<file path="src/rtl/mac_bias_slice_pkg.sv">
// Shared width/latency helpers for the mac_bias_slice block.
// Whether the bias is added is decided in the top file by MAC_BIAS_SLICE_BIAS_EN.
package mac_bias_slice_pkg;

    // Width of a full product plus one guard bit.
    function automatic int num_width(input int img_w, input int ker_w);
        return img_w + ker_w + 1;
    endfunction

    function automatic int tree_levels(input int group_nb);
        return (group_nb > 1) ? $clog2(group_nb) : 0;
    endfunction

    // Cycles from val&last at the input to the result_val pulse.
    function automatic int latency(input int group_nb);
        return 5 + tree_levels(group_nb);
    endfunction

    localparam int DEFAULT_GROUP_NB = 4;
    localparam int DEFAULT_LATENCY  = latency(DEFAULT_GROUP_NB);

endpackage

</file>
<file path="src/rtl/mac_bias_slice_sum_tree.sv">
// Pipelined binary adder tree: one register level per halving, clog2(GROUP_NB) cycles.
// Lane count is padded with zeros up to the next power of two.
module sum_tree
    import mac_bias_slice_pkg::*;
#(
    parameter int GROUP_NB  = 4,
    parameter int NUM_WIDTH = 33
)(
    input  logic                          clk,
    input  logic                          rst,
    input  logic                          in_val,
    input  logic [GROUP_NB*NUM_WIDTH-1:0] in_data,
    output logic                          out_val,
    output logic [NUM_WIDTH-1:0]          out_data
);

    localparam int LEVELS = tree_levels(GROUP_NB);
    localparam int P      = 1 << LEVELS;

    logic [P-1:0][NUM_WIDTH-1:0] leaf;

    genvar gi;
    generate
        for (gi = 0; gi < P; gi++) begin : g_leaf
            if (gi < GROUP_NB) begin : g_used
                assign leaf[gi] = in_data[gi*NUM_WIDTH +: NUM_WIDTH];
            end else begin : g_pad
                assign leaf[gi] = '0;
            end
        end

        for (gi = 0; gi < LEVELS; gi++) begin : g_lvl
            localparam int N = P >> (gi + 1);
            logic [2*N-1:0][NUM_WIDTH-1:0] src;
            logic                          src_val;
            logic [N-1:0][NUM_WIDTH-1:0]   sum_reg;
            logic                          val_reg;

            if (gi == 0) begin : g_first
                assign src     = leaf;
                assign src_val = in_val;
            end else begin : g_next
                assign src     = g_lvl[gi-1].sum_reg;
                assign src_val = g_lvl[gi-1].val_reg;
            end

            always_ff @(posedge clk) begin
                if (rst) val_reg <= 1'b0;
                else     val_reg <= src_val;
                for (int i = 0; i < N; i++) begin
                    sum_reg[i] <= src[2*i] + src[2*i+1];
                end
            end
        end

        if (LEVELS == 0) begin : g_passthru
            assign out_data = leaf[0];
            assign out_val  = in_val;
        end else begin : g_out
            assign out_data = g_lvl[LEVELS-1].sum_reg[0];
            assign out_val  = g_lvl[LEVELS-1].val_reg;
        end
    endgenerate

endmodule

</file>
<file path="src/rtl/mac_bias_slice.sv">
// Windowed multi-lane signed MAC with adder-tree reduction and a final bias stage.
// Define MAC_BIAS_SLICE_BIAS_EN to add bias; otherwise the bias port is ignored (same latency).
module mac_bias_slice
    import mac_bias_slice_pkg::*;
#(
    parameter int  GROUP_NB  = 4,
    parameter int  IMG_WIDTH = 16,
    parameter int  KER_WIDTH = 16,
    localparam int NUM_WIDTH = num_width(IMG_WIDTH, KER_WIDTH)
)(
    input  logic                          clk,
    input  logic                          rst,
    input  logic [GROUP_NB*IMG_WIDTH-1:0] img,
    input  logic [GROUP_NB*KER_WIDTH-1:0] ker,
    input  logic                          val,
    input  logic                          last,
    input  logic signed [NUM_WIDTH-1:0]   bias,
    output logic signed [NUM_WIDTH-1:0]   result,
    output logic                          result_val
);

    logic [GROUP_NB*IMG_WIDTH-1:0]      img_reg;
    logic [GROUP_NB*KER_WIDTH-1:0]      ker_reg;
    logic                               s1_val_reg, s1_last_reg;
    logic [GROUP_NB-1:0][NUM_WIDTH-1:0] prod_next, prod_reg;
    logic                               s2_val_reg, s2_last_reg;
    logic [GROUP_NB-1:0][NUM_WIDTH-1:0] acc_next, acc_reg;
    logic                               first_reg, s3_done_reg;
    logic [GROUP_NB-1:0][NUM_WIDTH-1:0] hold_reg;
    logic                               hold_val_reg;
    logic [NUM_WIDTH-1:0]               tree_sum;
    logic                               tree_val;
    logic [NUM_WIDTH-1:0]               result_next;

    genvar gi;
    generate
        for (gi = 0; gi < GROUP_NB; gi++) begin : g_lane
            logic [IMG_WIDTH-1:0]        img_lane;
            logic [KER_WIDTH-1:0]        ker_lane;
            logic signed [NUM_WIDTH-1:0] img_ext, ker_ext;

            assign img_lane = img_reg[gi*IMG_WIDTH +: IMG_WIDTH];
            assign ker_lane = ker_reg[gi*KER_WIDTH +: KER_WIDTH];
            assign img_ext  = {{(NUM_WIDTH-IMG_WIDTH){img_lane[IMG_WIDTH-1]}}, img_lane};
            assign ker_ext  = {{(NUM_WIDTH-KER_WIDTH){ker_lane[KER_WIDTH-1]}}, ker_lane};
            // Exact product fits in IMG+KER bits, so the truncated multiply is exact.
            assign prod_next[gi] = img_ext * ker_ext;
            assign acc_next[gi]  = first_reg ? prod_reg[gi] : acc_reg[gi] + prod_reg[gi];
        end
    endgenerate

    always_ff @(posedge clk) begin
        img_reg  <= img;
        ker_reg  <= ker;
        prod_reg <= prod_next;
        if (rst) begin
            s1_val_reg   <= 1'b0;
            s1_last_reg  <= 1'b0;
            s2_val_reg   <= 1'b0;
            s2_last_reg  <= 1'b0;
            acc_reg      <= '0;
            first_reg    <= 1'b1;
            s3_done_reg  <= 1'b0;
            hold_reg     <= '0;
            hold_val_reg <= 1'b0;
        end else begin
            s1_val_reg   <= val;
            s1_last_reg  <= val & last;
            s2_val_reg   <= s1_val_reg;
            s2_last_reg  <= s1_last_reg;
            if (s2_val_reg) begin
                acc_reg   <= acc_next;
                first_reg <= s2_last_reg;
            end
            s3_done_reg  <= s2_val_reg & s2_last_reg;
            // The next window may overwrite acc_reg this same edge; hold keeps the finished sums.
            if (s3_done_reg) hold_reg <= acc_reg;
            hold_val_reg <= s3_done_reg;
        end
    end

    sum_tree #(
        .GROUP_NB  (GROUP_NB),
        .NUM_WIDTH (NUM_WIDTH)
    ) u_sum_tree (
        .clk      (clk),
        .rst      (rst),
        .in_val   (hold_val_reg),
        .in_data  (hold_reg),
        .out_val  (tree_val),
        .out_data (tree_sum)
    );

`ifdef MAC_BIAS_SLICE_BIAS_EN
    assign result_next = tree_sum + bias;
`else
    logic unused_bias;
    assign unused_bias = ^bias;
    assign result_next = tree_sum;
`endif

    always_ff @(posedge clk) begin
        if (rst) begin
            result     <= '0;
            result_val <= 1'b0;
        end else begin
            result_val <= tree_val;
            if (tree_val) result <= result_next;
        end
    end

endmodule

</file>
<file path="config.mk">
export PLATFORM = sky130hd
export DESIGN_NAME = mac_bias_slice
export DESIGN_NICKNAME = d
export VERILOG_FILES = /design/src/rtl/mac_bias_slice_pkg.sv /design/src/rtl/mac_bias_slice_sum_tree.sv /design/src/rtl/mac_bias_slice.sv
export SDC_FILE = /design/constraint.sdc
export NUM_CORES = 2
export LEC_CHECK = 0
export CORE_MARGIN = 10
export CORE_UTILIZATION = 40
export DETAILED_ROUTE_END_ITERATION = 6
export GPL_TIMING_DRIVEN = 0
export SYNTH_ARGS = -nofsm -noshare
export SYNTH_HDL_FRONTEND = slang
export SYNTH_SLANG_ARGS = --single-unit
export TNS_END_PERCENT = 10
</file>
<file path="constraint.sdc">
create_clock -name clk -period 8.9 [get_ports clk]
set_input_delay 1.78 -clock clk [delete_from_list [all_inputs] [get_ports clk]]
set_output_delay 1.78 -clock clk [all_outputs]
set_load 0.02 [all_outputs]
</file>
; Yosys cells after proc, flatten, opt, wreduce, memory -nomap -nowiden
; Index checks and enable logic that the tools add are counted.
; Widths: inputs -> output; s select.
[totals]
reg_bits = 662
input_bits = 165
output_inout_bits = 34
elab_cells = 45
[op_classes]
addsub = 7
multipliers = 4
mux = 4
n_bitwise = 2
[ops]
columns = operator, n
row1 = $add 33x33->33, 7
row2 = $mux 33, 4
row3 = $mul 16x16->32, 4
row4 = $and 1x1->1, 2

; Depth between registers and ports, before layout
[depth]
depth_word = 2
depth_mapped = 24
mapped_depth_nobuf = 23

; Modules after synthesis
; From an unflattened synthesis, not the netlist that was laid out.
[hier_totals]
hier_cells = 7481
hier_area_um2 = 69165.1
[by_module_without_submodules]
columns = mod, instances, cells_per_inst, area_each_um2, seq_area_each_um2
row1 = mac_bias_slice, 1, 6643, 61811.8, 11230.8
row2 = sum_tree, 1, 838, 7353.3, 2021.9

; Worst setup path before layout
; Ideal clock, no wire load.
[synth_timing]
kind = register -> register
start = register img_reg[42]
end = register prod_reg[96] in the netlist's numbering
setup_ns = 0.072
arrival_time_ns = 6.127
required_time_ns = 8.828
path_slack_ns = 2.701
stages_incl_launch_ff = 21
path_buffers = 1
period_less_slack_ns = 6.199
cell_sequence = dfxtp_1 > clkbuf_1 > nand2_1 > fa_1 > fa_1 > fa_1 > fa_1 > inv_1 > fa_1 > fa_1 > ha_1 > a21o_1 > a21o_1 > a21o_1 > a2111oi_2 > o211ai_1 > a2111oi_2 > o211ai_1 > a31o_2 > a21oi_1 > xnor2_1
[synth_rtl]
columns = element, line_no
row1 = from (decl), mac_bias_slice.sv:22  ; logic [GROUP_NB*IMG_WIDTH-1:0] img_reg;
row2 = from (signal assigned), mac_bias_slice.sv:53  ; img_reg <= img;
row3 = to (signal assigned), mac_bias_slice.sv:55  ; prod_reg <= prod_next;
row4 = to (decl), mac_bias_slice.sv:25  ; logic [GROUP_NB-1:0][NUM_WIDTH-1:0] prod_next, prod_reg;

==> impl_metrics.toml <==
[status]
status = "finished with violations"
violations = "capacitance limit, slew limit"

[finish]
layout_commonest_cell = "inv_1"
nFillCells = 16500
drive_gt1_share_pct = 2.51
fin_nets = 9442
mostFrequentLayoutCells = "1233 x inv_1, 1055 x fa_1, 737 x nand2_1"
syn2layout_area_growth_pct = 10.9

[job]
max_cap_violations = 2

[logic_synthesis]
synth_edf_count = 0
syn-instance-count = 7420
synth-seq-area-share_pct = 19.3
synth_area_leaders = "fa_1 31%, dfxtp_1 19%, ha_1 10%, inv_1 6.8%, and2_1 4.7%"
synth_seq_cells = 662
synth_nets = 9192
async_flop_share_pct = 0
syn_area_per_cell_um2 = 9.24
ys.flop_type = "dfxtp_1"
syn_area_mm2 = 0.0685
synth_top_area_share_pct = 30.8
ys_types = 80
synth_top_area_cell = "fa_1"
ys_warn_count = 0

[timing]
timing.fmax_mhz = 136
finalMaxSlewViolations = 22
rsz0062_at_grt = "no"
slew_headroom_pct = -5.59
min_period_over_period_pct = 82.9
finalSetupViolCount = 0
report.final.hold_viol_count = 0
finalClockSkew_ns = 0.0280
tns_ns = 0
finalWorstPathRequiredPeriod_ns = 7.38
fin_hold_ws_ns = 0.431
tightestPinTransition_ns = 1.58

[floorplanning]
die-area_mm2 = 0.188
core_mm2 = 0.170
fp.dieW_um = 434
fp.dieH_um = 434
placementRows = 151
initial_utilization_pct = 40.4
pin_count = 199

[worst_setup_path]
setup.worst_path.class = "reg2reg"
cp_max_fo = 10
crit_path_start_kind = "flip-flop"
end_kind = "flip-flop"
cp.required_ns = 9.46
cp.arrival_ns = 7.94

[global_route]
grtUsageTotal_pct = 21.1
grt_max_degree = 15
grt-ovfl-total = 0
antenna_found_initial = 6
grt_pass1_wl_um = 311000
first_global_vias = 53900

[place]
dp_hpwl_um = 162000
gp_congestion = 0.928
portBuffers = 165

[clock_network]
post_cts_resize_count = 0
clkSlewWorstSetupHoldPaths_ns = 0.06
insertion_delay_ns = 0.70
cts_num_sinks = 662
htree_levels = 3
clockBufferDepth = 3
hold_buffers = 0
cts_root_buf = "clkbuf_16"
cts_made_buffers = 81
cts_setup_buffers = 0
cts_tree = "yes"

[min_path]
min_path_type = "reg2reg"

[routing]
drcViolationCount = 0
finalWirelength_um = 198000
dr.first_iter.drc_count = 3678
avgRoutedWirePerCell_um = 19.8
drt-vias-per-instance = 5.24
antenna_left = 0
vias = 52100
drt_pre_antenna_iters = 6
[final cells by class]
cell class                      instances  area [um2]  area share, %
Inverter                             1233        4630           6.09
Timing Repair Buffer                  167        1680           2.21
Clock buffer                          107        2320           3.05
Multi-Input combinational cell       5276       49700           65.4
Clock inverter                         44         663          0.873
Tap cell                             2218        2780           3.65
Antenna cell                            2        5.00        0.00659
Buffer                                249         942           1.24
Sequential cell                       662       13300           17.4
[worst paths after layout]
path | from | endpoint | cells past startpoint | slack (ns)
setup / recovery | img_reg[38] | prod_reg[97] | 23 | 1.52
hold / removal | s1_val_reg | s2_val_reg | 1 | 0.43
setup reg to reg | img_reg[38] | prod_reg[97] | 23 | 1.52
hold reg to reg | s1_val_reg | s2_val_reg | 1 | 0.43
[kinds of logic (layout without fill, tap and decap cells)]
logic type | Yosys count | count (layout) | synth area share (%)
AND/OR/NAND/NOR | 2071 | 2071 | 14.3
XOR/XNOR | 300 | 300 | 3.83
multiplexers | 194 | 194 | 2.84
AO/OA/AOI/OAI | 1104 | 1104 | 10.6
adder cells (fa/ha/maj) | 1607 | 1607 | 40.9
other | 0 | 2 | 0
buffers and inverters | 1482 | 1800 | 8.12
flip-flops | 662 | 662 | 19.3
[synthesized netlist by cell type (134+ instances only)]
master	instances
a21o_1	134
dfxtp_1	662
mux2i_1	191
o21ai_0	230
clkbuf_1	222
fa_1	1055
and2_1	516
inv_1	1233
xnor2_1	218
nand2_1	737
a21oi_1	267
ha_1	552
nor2_1	469
[through the flow]
step	utilization (%)	cell area, um2	setup WS (ns)	std cells
2_1_floorplan	-	68500	2.70	7420
3_3_place_gp	43.0	73000	1.65	9803
3_5_place_dp	43.0	73000	1.60	9805
4_1_cts	44.7	76000	1.58	9956
5_1_grt	44.7	76000	1.18	9957
6_report	44.7	76000	1.52	9958
[critical path, cell delays in order (launching register included)]
cell	delay [ns]
dfxtp_1	0.58
clkbuf_1	0.56
and2_1	0.24
fa_1	0.42
inv_1	0.08
fa_1	0.44
fa_1	0.51
inv_1	0.05
fa_1	0.50
fa_1	0.50
inv_1	0.05
fa_1	0.47
inv_1	0.04
ha_1	0.35
a21o_1	0.18
a21o_1	0.16
a21o_1	0.17
a21o_1	0.18
a221oi_1	0.72
o21ai_0	0.41
nand4_1	0.20
nand3_1	0.10
o21ai_0	0.22
xnor2_1	0.11
[metal layers]
layer / track usage, % / wire length [um]
met1: 30.0 / 89400
met2: 33.1 / 87500
met5: 0 / 55
met4: 6.10 / 5950
met3: 3.30 / 14600
Power is left out: the tool's default activity adds up to more than one toggle a clock period on the data nets, which glitch-free logic cannot reach.
